[config.mk]
export PLATFORM = sky130hd
export DESIGN_NAME = inst_sram_axi_rd
export DESIGN_NICKNAME = d
export VERILOG_FILES = /design/src/rtl/inst_sram_axi_rd_pkg.sv /design/src/rtl/inst_sram_axi_rd.sv
export SDC_FILE = /design/constraint.sdc
export NUM_CORES = 1
export LEC_CHECK = 0
export BUFFER_PORTS_ARGS = -buffer_cell sky130_fd_sc_hd__buf_4
export CORE_UTILIZATION = 44
export DETAILED_ROUTE_END_ITERATION = 10
export GPL_ROUTABILITY_DRIVEN = 0
export PLACE_DENSITY = 0.79
export SYNTH_ARGS = -nofsm -noshare
export SYNTH_HDL_FRONTEND = slang
export SYNTH_SLANG_ARGS = --single-unit
[constraint.sdc]
create_clock -name clk -period 2.7 [get_ports clk]
set_clock_uncertainty 0.05 [all_clocks]
set_input_delay 0.54 -clock clk [delete_from_list [all_inputs] [get_ports clk]]
set_output_delay 0.54 -clock clk [all_outputs]
set_load 0.005 [all_outputs]
[src/rtl/inst_sram_axi_rd_pkg.sv]
// Shared AXI constants, channel IDs and AR-slot state encoding for the
// instruction-side and (future) data-side sram-to-AXI read bridges.
package inst_sram_axi_rd_pkg;

  localparam logic [1:0] AXI_BURST_INCR = 2'b01;
  localparam logic [1:0] AXI_RESP_OKAY  = 2'b00;
  localparam logic [7:0] AXI_LEN_SINGLE = 8'd0;

  localparam logic [3:0] INST_ARID = 4'd0;
  localparam logic [3:0] DATA_ARID = 4'd1;

  localparam logic [0:0] AR_IDLE = 1'b0;
  localparam logic [0:0] AR_BUSY = 1'b1;

endpackage

[src/rtl/inst_sram_axi_rd.sv]
// Instruction fetch bridge: sram-like request/response port to single-beat
// in-order AXI reads, with up to MAX_OUTSTANDING reads in flight.
module inst_sram_axi_rd
  import inst_sram_axi_rd_pkg::*;
#(
  parameter int         MAX_OUTSTANDING = 2,
  parameter logic [3:0] ARID_VAL        = INST_ARID
) (
  input  logic        clk,
  input  logic        reset,
  input  logic        inst_sram_req,
  input  logic [1:0]  inst_sram_size,
  input  logic [31:0] inst_sram_addr,
  output logic        inst_sram_addr_ok,
  output logic        inst_sram_data_ok,
  output logic [31:0] inst_sram_rdata,
  output logic [3:0]  arid,
  output logic [31:0] araddr,
  output logic [7:0]  arlen,
  output logic [2:0]  arsize,
  output logic [1:0]  arburst,
  output logic        arvalid,
  input  logic        arready,
  input  logic [3:0]  rid,
  input  logic [31:0] rdata,
  input  logic [1:0]  rresp,
  input  logic        rlast,
  input  logic        rvalid,
  output logic        rready,
  output logic        bus_err
);

  localparam logic [2:0] MAX_CNT = 3'(MAX_OUTSTANDING);

  logic [0:0]  state_reg;
  logic [2:0]  cnt_reg;
  logic [2:0]  cnt_next;
  logic        arvalid_reg;
  logic [31:0] araddr_reg;
  logic [2:0]  arsize_reg;
  logic        rready_reg;
  logic        data_ok_reg;
  logic [31:0] rdata_reg;
  logic        bus_err_reg;

  logic accept;
  logic ar_fire;
  logic r_fire;
  logic r_take;

  // Single-beat, single-ID reads: the returned ID and last flag carry no information.
  logic unused_inputs;
  assign unused_inputs = ^{rid, rlast};

  // Acceptance never looks at arready so the fetch stage sees no AXI combinational path.
  assign accept  = inst_sram_req && (state_reg == AR_IDLE) && (cnt_reg < MAX_CNT);
  assign ar_fire = arvalid_reg && arready;
  assign r_fire  = rvalid && rready_reg;
  assign r_take  = r_fire && (cnt_reg != 3'd0);

  always_comb begin
    cnt_next = cnt_reg;
    case ({accept, r_take})
      2'b10:   cnt_next = cnt_reg + 3'd1;
      2'b01:   cnt_next = cnt_reg - 3'd1;
      default: cnt_next = cnt_reg;
    endcase
  end

  always_ff @(posedge clk or posedge reset) begin
    if (reset) begin
      state_reg   <= AR_IDLE;
      arvalid_reg <= 1'b0;
      araddr_reg  <= 32'd0;
      arsize_reg  <= 3'd0;
    end else begin
      case (state_reg)
        AR_IDLE: begin
          if (accept) begin
            state_reg   <= AR_BUSY;
            arvalid_reg <= 1'b1;
            araddr_reg  <= inst_sram_addr;
            arsize_reg  <= {1'b0, inst_sram_size};
          end
        end
        default: begin
          if (ar_fire) begin
            state_reg   <= AR_IDLE;
            arvalid_reg <= 1'b0;
          end
        end
      endcase
    end
  end

  always_ff @(posedge clk or posedge reset) begin
    if (reset) begin
      cnt_reg     <= 3'd0;
      rready_reg  <= 1'b0;
      data_ok_reg <= 1'b0;
      rdata_reg   <= 32'd0;
      bus_err_reg <= 1'b0;
    end else begin
      cnt_reg     <= cnt_next;
      rready_reg  <= 1'b1;
      data_ok_reg <= r_take;
      if (r_take) begin
        rdata_reg <= rdata;
      end
      // Error responses are still delivered; spurious beats are dropped but flagged.
      if (r_fire && ((cnt_reg == 3'd0) || (rresp != AXI_RESP_OKAY))) begin
        bus_err_reg <= 1'b1;
      end
    end
  end

  assign inst_sram_addr_ok = accept;
  assign inst_sram_data_ok = data_ok_reg;
  assign inst_sram_rdata   = rdata_reg;
  assign arid              = ARID_VAL;
  assign araddr            = araddr_reg;
  assign arlen             = AXI_LEN_SINGLE;
  assign arsize            = arsize_reg;
  assign arburst           = AXI_BURST_INCR;
  assign arvalid           = arvalid_reg;
  assign rready            = rready_reg;
  assign bus_err           = bus_err_reg;

endmodule
# ---- Yosys cells after proc, flatten, opt, wreduce, memory -nomap -nowiden
# Cells that the tools add are included.
dict set report totals {
  reg_bits 74
  word_cells 37
}
dict set report op_classes {
  add_sub_neg 2
  magnitude_cmp 1
  eq_ne 3
  n_mux 7
  n_bitwise 1
  reduce_logical 14
}
# cell count
set ops {}
lappend ops {{logical AND 1 bit} 6}
lappend ops {{2-to-1 mux 1 bit} 6}
lappend ops {{case mux 3 bit (2 select lines)} 1}
lappend ops {{nonzero test 2 bit} 3}
lappend ops {{AND reduction 2 bit} 2}
lappend ops {{adder 3 x 1 -> 3 bit, second input constant} 1}
lappend ops {{zero test 3 bit} 1}
lappend ops {{less-than comparator 3 x 2 -> 1 bit, second input constant} 1}
lappend ops {{nonzero test 3 bit} 1}
lappend ops {{subtractor 3 x 1 -> 3 bit, second input constant} 1}
lappend ops {{equality test 2 x 1 -> 1 bit, second input constant} 1}
lappend ops {{equality test 2 bit, second input constant} 1}
lappend ops {{inequality test 2 x 1 -> 1 bit, second input constant} 1}
lappend ops {{logical OR 1 bit} 1}
lappend ops {{NOT 1 bit} 1}

# ---- Depth between registers and ports, before layout
# Gate-level depths: netlist (run 1).
dict set report depth {
  depth_word 5
  depth_mapped 11
  ltp_nobuf 9
}

# ---- Worst setup path before layout (run 1)
# No wires, ideal clock.
dict set report synth_timing {
  path_kind {input -> register}
  start {input port rvalid}
  end {register cnt_reg[2]}
  setup_ns 0.079
  t_arrival_ns 2.090
  path_slack_ns 0.480
  path_stages 11
  path_buffers 2
  path_cell_list {nand2_1 -> or2_1 -> buf_2 -> buf_6 -> inv_1 -> ha_1 -> inv_1 -> fa_1 -> xor2_1 -> nor2_1 -> xor2_1}
}
dict set report synth_between {
  elab_chain_cells 4
  word_cells_on_any_way 6
  cone_classes {eq/ne: 2; mux: 1; reduce/logical: 3}
}
# element line
set synth_lines {}
lappend synth_lines {{start, declared} inst_sram_axi_rd.sv:28} ;# input logic rvalid,
lappend synth_lines {{logical AND 1 bit *} inst_sram_axi_rd.sv:58} ;# assign r_fire = rvalid && rready_reg;
lappend synth_lines {{logical AND 1 bit *} inst_sram_axi_rd.sv:59} ;# assign r_take = r_fire && (cnt_reg != 3'd0);
lappend synth_lines {{net r_take} inst_sram_axi_rd.sv:49} ;# logic r_take;
lappend synth_lines {{equality test 2 x 1 -> 1 bit or equality test 2 bit (tied branches)} inst_sram_axi_rd.sv:63} ;# case ({accept, r_take})
lappend synth_lines {{case mux 3 bit (2 select lines) or nonzero test 2 bit (tied branches)} n/a}
lappend synth_lines {{end signal, assigned} inst_sram_axi_rd.sv:104} ;# cnt_reg <= cnt_next;
lappend synth_lines {{end, declared} inst_sram_axi_rd.sv:36} ;# logic [2:0] cnt_reg;
# Mark *: on every way through the listed nets, which the timed path passes. The rest lies on a longest branch.
# A chain may end at the register's enable or synchronous reset.

# ---- Worst setup path in the final report (run 1)
dict set report layout_timing {
  start {register cnt_reg[1]}
  end {output port inst_sram_addr_ok}
}
dict set report layout_between {
  elab_chain_cells 2
}
# element line
set layout_lines {}
lappend layout_lines {{less-than comparator 3 x 2 -> 1 bit} inst_sram_axi_rd.sv:56} ;# assign accept = inst_sram_req && (state_reg == AR_IDLE) && (cnt_reg < MAX_CNT);
lappend layout_lines {{logical AND 1 bit} inst_sram_axi_rd.sv:56}
lappend layout_lines {{end, declared} inst_sram_axi_rd.sv:14} ;# output logic inst_sram_addr_ok,
# No other way between the ends.

==> summary.md, run 1 <==
Detailed placement finished with a half-perimeter wire length of 4.31 mm. For this run, the post-layout net count is 418. The sort of element at the start of the critical path is a flip-flop.

A synthesized cell averages 15.6 um^2. The number of I/O pins was 164. After clock tree synthesis, the clock-pin slew on the worst setup and hold paths is 0.07 ns.

Global routing used 17.7% of the available tracks across all layers. The minimum period implied by the final worst setup slack was 2.29 ns. The run gives 0 as the final setup violation count. Summing all flip-flop and latch instances after layout gives 1850 um^2. After global routing the overflow that remains totals 0. The total area inside the core boundary comes to 6420 um^2. The logs give 0 for the max-slew violation total from the final report and 19 for the distinct cell type count after synthesis.

Setup repair after global routing left no endpoint under its margin. STA classifies the critical path endpoint as an output pin. Counting every sink on the clock net gives 74. For the total power, the log shows 4.15 mW.

The endpoint identified for the worst register-to-register timing path is cnt_reg[2]$_DFFE_PP0P_. In this run the remaining antenna-violating nets after routing total 0. Entering global routing, the biggest net connects 75 pins. Buffers inserted during clock tree synthesis total 9. For this block, the initial DRC count from the detailed router was 70. The CTS root buffer is clkbuf_8. The portion of the post-synthesis area used by sequential elements came out at 62.6%.

Residual DRC count: 24. Counting every instance in the synthesized netlist gives 189. Of all nets on the critical path, the largest fanout is 35. The total count of hold-check failures in the final report is 0, and the effective utilization at floorplan is 46.0%. Summing all multi-input logic gate instances after layout gives 950 um^2. Max-cap check violation count: 0. The run gives 2.09 nW as the static leakage. The run finished, with violations left.

The number of hold buffers added after CTS was 0; the arrival time at the worst endpoint was 1.70 ns. No sink is reached through more buffers than the 2 on the longest clock path. Required time at the worst-slack endpoint: 2.11 ns. The number of inserted filler cells in the final layout is 499, and the fraction of layout instances using a drive strength above 1 is 65.6%. Across all register-to-register paths, the minimum setup slack is 0.70 ns. TritonCTS built the clock tree. For the warning count from the yosys run, the log shows 0.

The latest clock arrival within the worst-skew pair came out at 0.32 ns. The launch point of the worst reg-to-reg path was cnt_reg[1]$_DFFE_PP0P_. The worst setup path is of the flip-flop to output pin kind.

Dividing total power by cell area gives a power density of 986 nW/um^2. The tightest min-delay check is of the input pin to async pin type. For the maximum resistive drop on vdd, the log shows 0.548 mV.

After detailed routing, the number of vias per cell comes to 4.63. For the worst flop-to-flop path, the logic depth is 9. Relative to the synthesized area, the layout overhead comes to 42.4%. The share of the clock period used by the worst path is 84.7%. The run gives 420 as the non-filler instance count after layout. The first global-routing pass estimated 9.54 mm of wire.

Summing every instance area after synthesis gives 2960 um^2. The clock tree synthesis step divided the H-tree into 3 levels. Launching instance or port of the critical path: cnt_reg[1]$_DFFE_PP0P_. After synthesis the netlist holds a flip-flop and latch count of 74.

The checks that failed: design-rule violations. The floorplan step defined a die boundary enclosing 7050 um^2. Once the clock tree was built, the resizer swapped 0 gates to a different size. The number of setup buffers added after CTS was 0; the via count of the first global-routing pass was 2,019. Across all layers, the routed design uses 1,944 vias. In the final timing run, aggregate negative setup slack is 0 ns. The initial antenna violation count was 0. For the detailed-router iteration count before antenna repair, the log shows 6. The average detailed-routed wire length per instance was 13.8 um; the total placed cells including tap cells was 404. After floorplanning, the core was divided into 29 placement rows.

Buffers placed on the I/O ports in this run total 143. Maximum operating frequency: 0.437 GHz. The repair_antennas step left the layout with diodes totalling 0. In this run the horizontal extent of the chip is 84.0 um. From bottom edge to top edge, the die measures 84.0 um. For this block, the routed nets add up to 5.81 mm of wire.
==> worst max-delay path: stages (launching register included) <==
cell,delay [ns]
dfrtp_1,0.43
nor4b_4,0.30
buf_4,0.43
buf_4,0.19
==> final cells by class <==
type                            count  share of cell area [%]
Multi-Input combinational cell    101                    22.5
Inverter                            6                   0.535
Clock buffer                       14                    4.10
Tap cell                           77                    2.29
Timing Repair Buffer              146                    26.3
Sequential cell                    74                    44.0
Clock inverter                      2                   0.238
==> cells in the final DEF (no fill, tap or decap) <==
| cell type | netlist | routed |
|---|---|---|
| clkinv_2 | 0 | 2 |
| clkbuf_1 | 0 | 2 |
| inv_1 | 6 | 5 |
| o21bai_1 | 1 | 1 |
| conb_1 | 2 | 16 |
| xnor2_1 | 1 | 1 |
| fa_1 | 1 | 1 |
| clkbuf_8 | 0 | 12 |
| or2_1 | 1 | 1 |
| dfrtp_1 | 74 | 74 |
| inv_2 | 0 | 1 |
| buf_12 | 0 | 1 |
| nand2_1 | 7 | 7 |
| mux2i_1 | 1 | 1 |
| ha_1 | 1 | 1 |
| buf_4 | 15 | 145 |
| xor2_1 | 2 | 2 |
| nor4b_4 | 1 | 1 |
| nor3_1 | 2 | 2 |
| nor2_1 | 1 | 1 |
| mux2_1 | 3 | 3 |
| mux2_2 | 63 | 63 |
==> power breakdown <==
part           leakage, nW  internal (mW)  switching, mW
Sequential           0.873           1.58          0.252
Combinational         1.12           1.03          0.519
Clock               0.0965          0.407          0.362
Total                 2.09           3.02           1.13
==> logic make-up (layout without fill, tap and decap cells) <==
logic type      Yosys count  after routing  share of synthesized area [%]
buf+inv                  28            168                           7.02
compound gates            1              1                          0.254
other cells               2             16                          0.254
fa+ha+maj                 2              2                           1.10
xor+xnor                  3              3                          0.889
flops                    74             74                           62.6
simple gates             12             12                           2.37
mux                      67             67                           25.5
==> routing by layer <==
| layer | part of all wire, % | global-route usage [%] |
|---|---|---|
| met5 | 0 | 0 |
| met4 | 2.1 | 8.15 |
| met3 | 7.8 | 5.93 |
| met2 | 51 | 29.4 |
| met1 | 39 | 20.8 |
==> metrics by stage <==
step / cell area (um^2) / worst slack (ns) / utilization, % / hold slack [ns]
floorplan: 3010 / 0.228 / - / 0.418
global placement: 4030 / 0.622 / 62.7 / 0.413
detailed placement: 4030 / 0.565 / 62.7 / 0.422
CTS: 4210 / 0.398 / 65.6 / 0.263
global route: 4210 / 0.306 / 65.6 / 0.270
finish: 4210 / 0.413 / 65.6 / 0.250
==> cell usage after synthesis (all sizes together) <==
| cell | count | share of area [%] |
|---|---|---|
| buf | 22 | 6.3 |
| conb | 2 | 0.25 |
| dfrtp | 74 | 63 |
| fa | 1 | 0.68 |
| ha | 1 | 0.42 |
| inv | 6 | 0.76 |
| mux2 | 66 | 25 |
| mux2i | 1 | 0.34 |
| nand2 | 7 | 0.89 |
| nor2 | 1 | 0.13 |
| nor3 | 2 | 0.34 |
| nor4b | 1 | 0.80 |
| o21bai | 1 | 0.25 |
| or2 | 1 | 0.21 |
| xnor2 | 1 | 0.30 |
| xor2 | 2 | 0.59 |
==> worst max path at each step <==
stage	end	slack, ns	depth (start not counted)
detailed placement	cnt_reg[2]$_DFFE_PP0P_	0.56	10
finish	inst_sram_addr_ok	0.41	3
floorplan	araddr[0]$_DFFE_PP0P_	0.23	1
global route	inst_sram_addr_ok	0.31	3
global placement	cnt_reg[2]$_DFFE_PP0P_	0.62	10
CTS	inst_sram_addr_ok	0.40	3
Note: power is estimated with default switching activity, not from simulation.
==> run 2, diff against run 1 <==
--- a/config.mk
+++ b/config.mk
@@ -5,11 +5,12 @@
 export SDC_FILE = /design/constraint.sdc
 export NUM_CORES = 1
 export LEC_CHECK = 0
+export ABC_AREA = 1
 export BUFFER_PORTS_ARGS = -buffer_cell sky130_fd_sc_hd__buf_4
-export CORE_UTILIZATION = 44
+export CORE_UTILIZATION = 45
 export DETAILED_ROUTE_END_ITERATION = 10
 export GPL_ROUTABILITY_DRIVEN = 0
-export PLACE_DENSITY = 0.79
+export PLACE_DENSITY = 0.8
 export SYNTH_ARGS = -nofsm -noshare
 export SYNTH_HDL_FRONTEND = slang
 export SYNTH_SLANG_ARGS = --single-unit
==> constraint.sdc (replaced) <==
create_clock -name clk -period 2.25 [get_ports clk]
set_clock_uncertainty 0.05 [all_clocks]
set_input_delay 0.45 -clock clk [delete_from_list [all_inputs] [get_ports clk]]
set_output_delay 0.45 -clock clk [all_outputs]
set_load 0.005 [all_outputs]
==> summary.md, run 2 <==
For the number of rows in the core area, the log shows 29 (unchanged). The residual DRC count was 14 (-42%). The share of flip-flops with an asynchronous set or reset after synthesis is 100% (unchanged). The number of enable-type register cells in the synthesized netlist was 0 (unchanged). nand2_1 is the most common cell in the netlist. The launch point of the worst reg-to-reg path was cnt_reg[1]$_DFFE_PP0P_. The number of nets in the layout is 569 (+36%).

The run gives 60.3% (-2.3 points) as the portion of the post-synthesis area used by sequential elements. The tools report the number of I/O pins as 164 (unchanged). Setup repair after global routing left no endpoint under its margin. Total count of hold-check failures in the final report: 0 (unchanged). The tools report the total routing resource utilization after global routing as 20.4% (+2.7 points). The count of buffer and inverter cells on the critical path is 3 (+1). For the number of resized instances in the post-cts repair step, the log shows 0 (unchanged). For this run, the leading register cell type out of synthesis is dfrtp_1.

Share of power burned in registers: 43.2% (-1.0 points). For the arrival time at the worst endpoint, the log shows 1.40 ns (-0.30 ns). The maximum resistive drop on vdd was 0.635 mV (+16%).

The final reports fail on design-rule violations. The final setup violation count is 0 (unchanged). The clock-pin slew reported for the worst setup and hold paths after clock tree synthesis is 0.07 ns (about the same).

For the mapped cell area, the log shows 3070 um^2 (+3.9%). Area share of the largest cell type after synthesis: 60.3% (-2.3 points). The instance count on the critical path is 5 (+2). Number of nets with antenna violations after detailed routing: 0 (unchanged). Broken down by cell family, the worst path's largest delay share belongs to buffers and inverters. Timing would allow up to 0.526 GHz. The clock buffer count from CTS was 9 (unchanged). The relative slew slack came out at 62.8%. The run gives 16.9% (-1.6 points) as the clock power share. For the slack of the critical path, the log shows 0.347 ns (-0.0657 ns).

The number of I/O port buffers works out to 143 (unchanged). For the max-slew violation total from the final report, the log shows 0 (unchanged). The width of the die is 84.6 um (+0.77%), and the number of inserted filler cells in the final layout is 536 (+7.4%). The logs give 6460 um^2 (+0.56%) for the area inside the core boundary and 4140 um^2 (+2.8%) for the total placed instance area.

The logs give 0 (unchanged) for the number of diodes and 0 (unchanged) for the total overflow reported by the global router. The run gives 0 (unchanged) as the initial antenna violation count. The fraction of layout instances using a drive strength above 1 is 34.7% (-31 points), and the average detailed-routed wire length per instance is 12.1 um (-12%). The count of H-tree levels built during CTS was 3 (unchanged); the delay of the slowest cell on the worst path was 0.41 ns (-0.02 ns). The largest net degree at the start of global routing was 38 (-49%). The leading cell type in the layout, fill and taps excluded was nand2_1. For the pin with the worst max-slew slack, the measured transition is 0.556 ns. The top cell types in the final layout, fill and taps aside, are 181 x nand2_1, 150 x buf_4, 74 x dfrtp_1. The DRC marker count from the first detailed-route iteration came out at 95 (+36%). The worst register-to-register path ends at cnt_reg[1]$_DFFE_PP0P_.

Yosys attributes the largest share of cell area to dfrtp_1 60%, nand2_1 22%, nand3_1 5.4%. The latest clock arrival within the worst-skew pair was 0.33 ns (about the same). In this design, the critical path's most frequently occurring cell is buf_4.

The flow ran to the end, but the final reports show violations. The number of sinks on the clock net is 74 (unchanged), and the required time at the worst-slack endpoint is 1.75 ns (-0.36 ns). Sorting the synthesized cells by how often they occur yields 181 x nand2_1, 74 x dfrtp_1, 33 x nand3_1.

The path class of the tightest hold or removal check is input pin to async pin. Combinational share of power: 39.9% (+2.6 points). Summed over all instances, the cell type with the most area after synthesis is dfrtp_1. The via count is 2,639 (+36%), and the worst setup slack before clock tree synthesis is 0.435 ns (-0.129 ns). The final design utilization is 66.8% (+1.2 points). The worst setup path is captured at an output pin. The critical path class was flip-flop to output pin. The detailed-route vias per instance came out at 4.63 (about the same). The tools report the final sum of negative setup slack as 0 ns (unchanged). The growth of design area from synthesis to finish is 40.4%.

The slowest cell on the critical path was dfrtp_1. The distinct cell type count after synthesis is 19 (unchanged). The critical path ends at inst_sram_addr_ok. The total internal power is 3.48 mW (+15%).

Walking the worst path, the cells encountered are nor2_4, nand2_2, buf_4, inv_4, buf_4. The tools report the cell count after synthesis as 344 (+82%). The largest fanout on the critical path came out at 37 (+5.7%). Depth of the most critical reg-to-reg path: 8 (-1). The register-to-register path setup slack was 0.53 ns (-0.17 ns). The run gives 8 (+2) as the detailed-router iteration count before antenna repair.

The ratio of total power to cell area is 1220 nW/um^2 (+24%), and the final wirelength is 6.92 mm (+19%). The final instance area is 4310 um^2 (+2.4%). STA classifies the critical path startpoint as a flip-flop. The final critical path takes up 84.6% of the cycle. The number of hold buffers added after CTS is 0 (unchanged).

The number of buffers on the longest clock path was 2 (unchanged); the proportion of total power due to net switching was 33.8% (+6.5 points). The die span in y works out to 84.6 um (+0.77%). The first-pass GRT wire length is 11.4 mm (+19%), and the via count of the first global-routing pass is 2,559 (+27%).

The effective utilization at floorplan is 47.6% (+1.5 points), and the net load switching power is 1.78 mW (+57%). TritonCTS built the clock tree. The flop and latch count out of synthesis is 74 (unchanged), and the minimum period implied by the final worst setup slack is 1.90 ns. CTS root buffer: clkbuf_8. For the static leakage, the log shows 2.50 nW (+19%). The most critical setup path has its startpoint at cnt_reg[1]$_DFFE_PP0P_. For the number of setup buffers added after CTS, the log shows 0 (unchanged).

The estimated wirelength of the detail-placed design is 5.05 mm (+17%). The run gives 0 (unchanged) as the max-cap check violation count. The total die area was 7160 um^2 (+1.6%). The warning count from the yosys run was 0 (unchanged); the mean instance size in the synthesized netlist was 8.93 um^2 (-43%).
-- run 2: how the worst min path moves through the flow --
| stage | slack (ns) | cells after the start | end |
|---|---|---|---|
| after floorplan | 0.40 | 1 | cnt_reg[0]$_DFFE_PP0P_ |
| after global routing | 0.13 | 2 | inst_sram_rdata[10]$_DFFE_PP0P_ |
| after global placement | 0.40 | 2 | bus_err$_DFFE_PP0P_ |
| final | 0.12 | 2 | inst_sram_rdata[10]$_DFFE_PP0P_ |
| after CTS | 0.12 | 2 | inst_sram_rdata[10]$_DFFE_PP0P_ |
| after detailed placement | 0.41 | 2 | inst_sram_rdata[31]$_DFFE_PP0P_ |
-- run 2: logic make-up after synthesis --
group | after synthesis | synth area share (%)
and+or+nand+nor | 221 | 28.9
DFF | 74 | 60.3
buffers and inverters | 43 | 9.04
adders and majority gates | 2 | 1.06
other | 2 | 0.244
AOI/OAI and AO/OA | 1 | 0.163
xor gates and xnor gates | 1 | 0.285
-- run 2: layer usage --
layer | wire [um] | global-route usage [%] | up-vias
li1 | - | - | 1313
met1 | 2850 | 23.3 | 1200
met2 | 3240 | 34.3 | 116
met4 | 99 | 7.40 | 0
met5 | 0 | 0 | -
met3 | 724 | 8.75 | 10
-- run 2: through the flow --
| step | std cells | power, mW | hold slack, ns |
|---|---|---|---|
| 2_1_floorplan | 358 | 3.27 | 0.396 |
| 3_3_place_gp | 555 | 4.32 | 0.403 |
| 3_5_place_dp | 555 | 4.42 | 0.410 |
| 4_1_cts | 570 | 5.34 | 0.124 |
| 5_1_grt | 570 | 5.70 | 0.127 |
| 6_report | 570 | 5.26 | 0.117 |
-- run 2: power by group through the flow --
stage	registers, mW	clock network [mW]	logic [mW]
2_1_floorplan	2.31	0	0.964
3_3_place_gp	2.26	0	2.06
3_5_place_dp	2.29	0	2.14
4_1_cts	2.27	0.930	2.13
5_1_grt	2.34	0.992	2.37
6_report	2.27	0.891	2.10
-- run 2: layout make-up --
type | count | area (um^2) | share of cell area [%]
multi-input combinational | 241 | 995 | 23.1
clock buffer | 13 | 159 | 3.69
timing repair buffer | 151 | 1150 | 26.6
clock inverter | 2 | 12.5 | 0.290
tap | 77 | 96.3 | 2.23
inverter | 12 | 51.3 | 1.19
sequential | 74 | 1850 | 42.9
-- run 2: worst register-to-register path, cell delays in order, from the launching register on --
cell     delay (ns)
dfrtp_1        0.42
nor2_4         0.14
nand2_2        0.07
nand2_2        0.06
inv_1          0.05
ha_1           0.18
inv_1          0.08
fa_1           0.41
o21ai_0        0.17
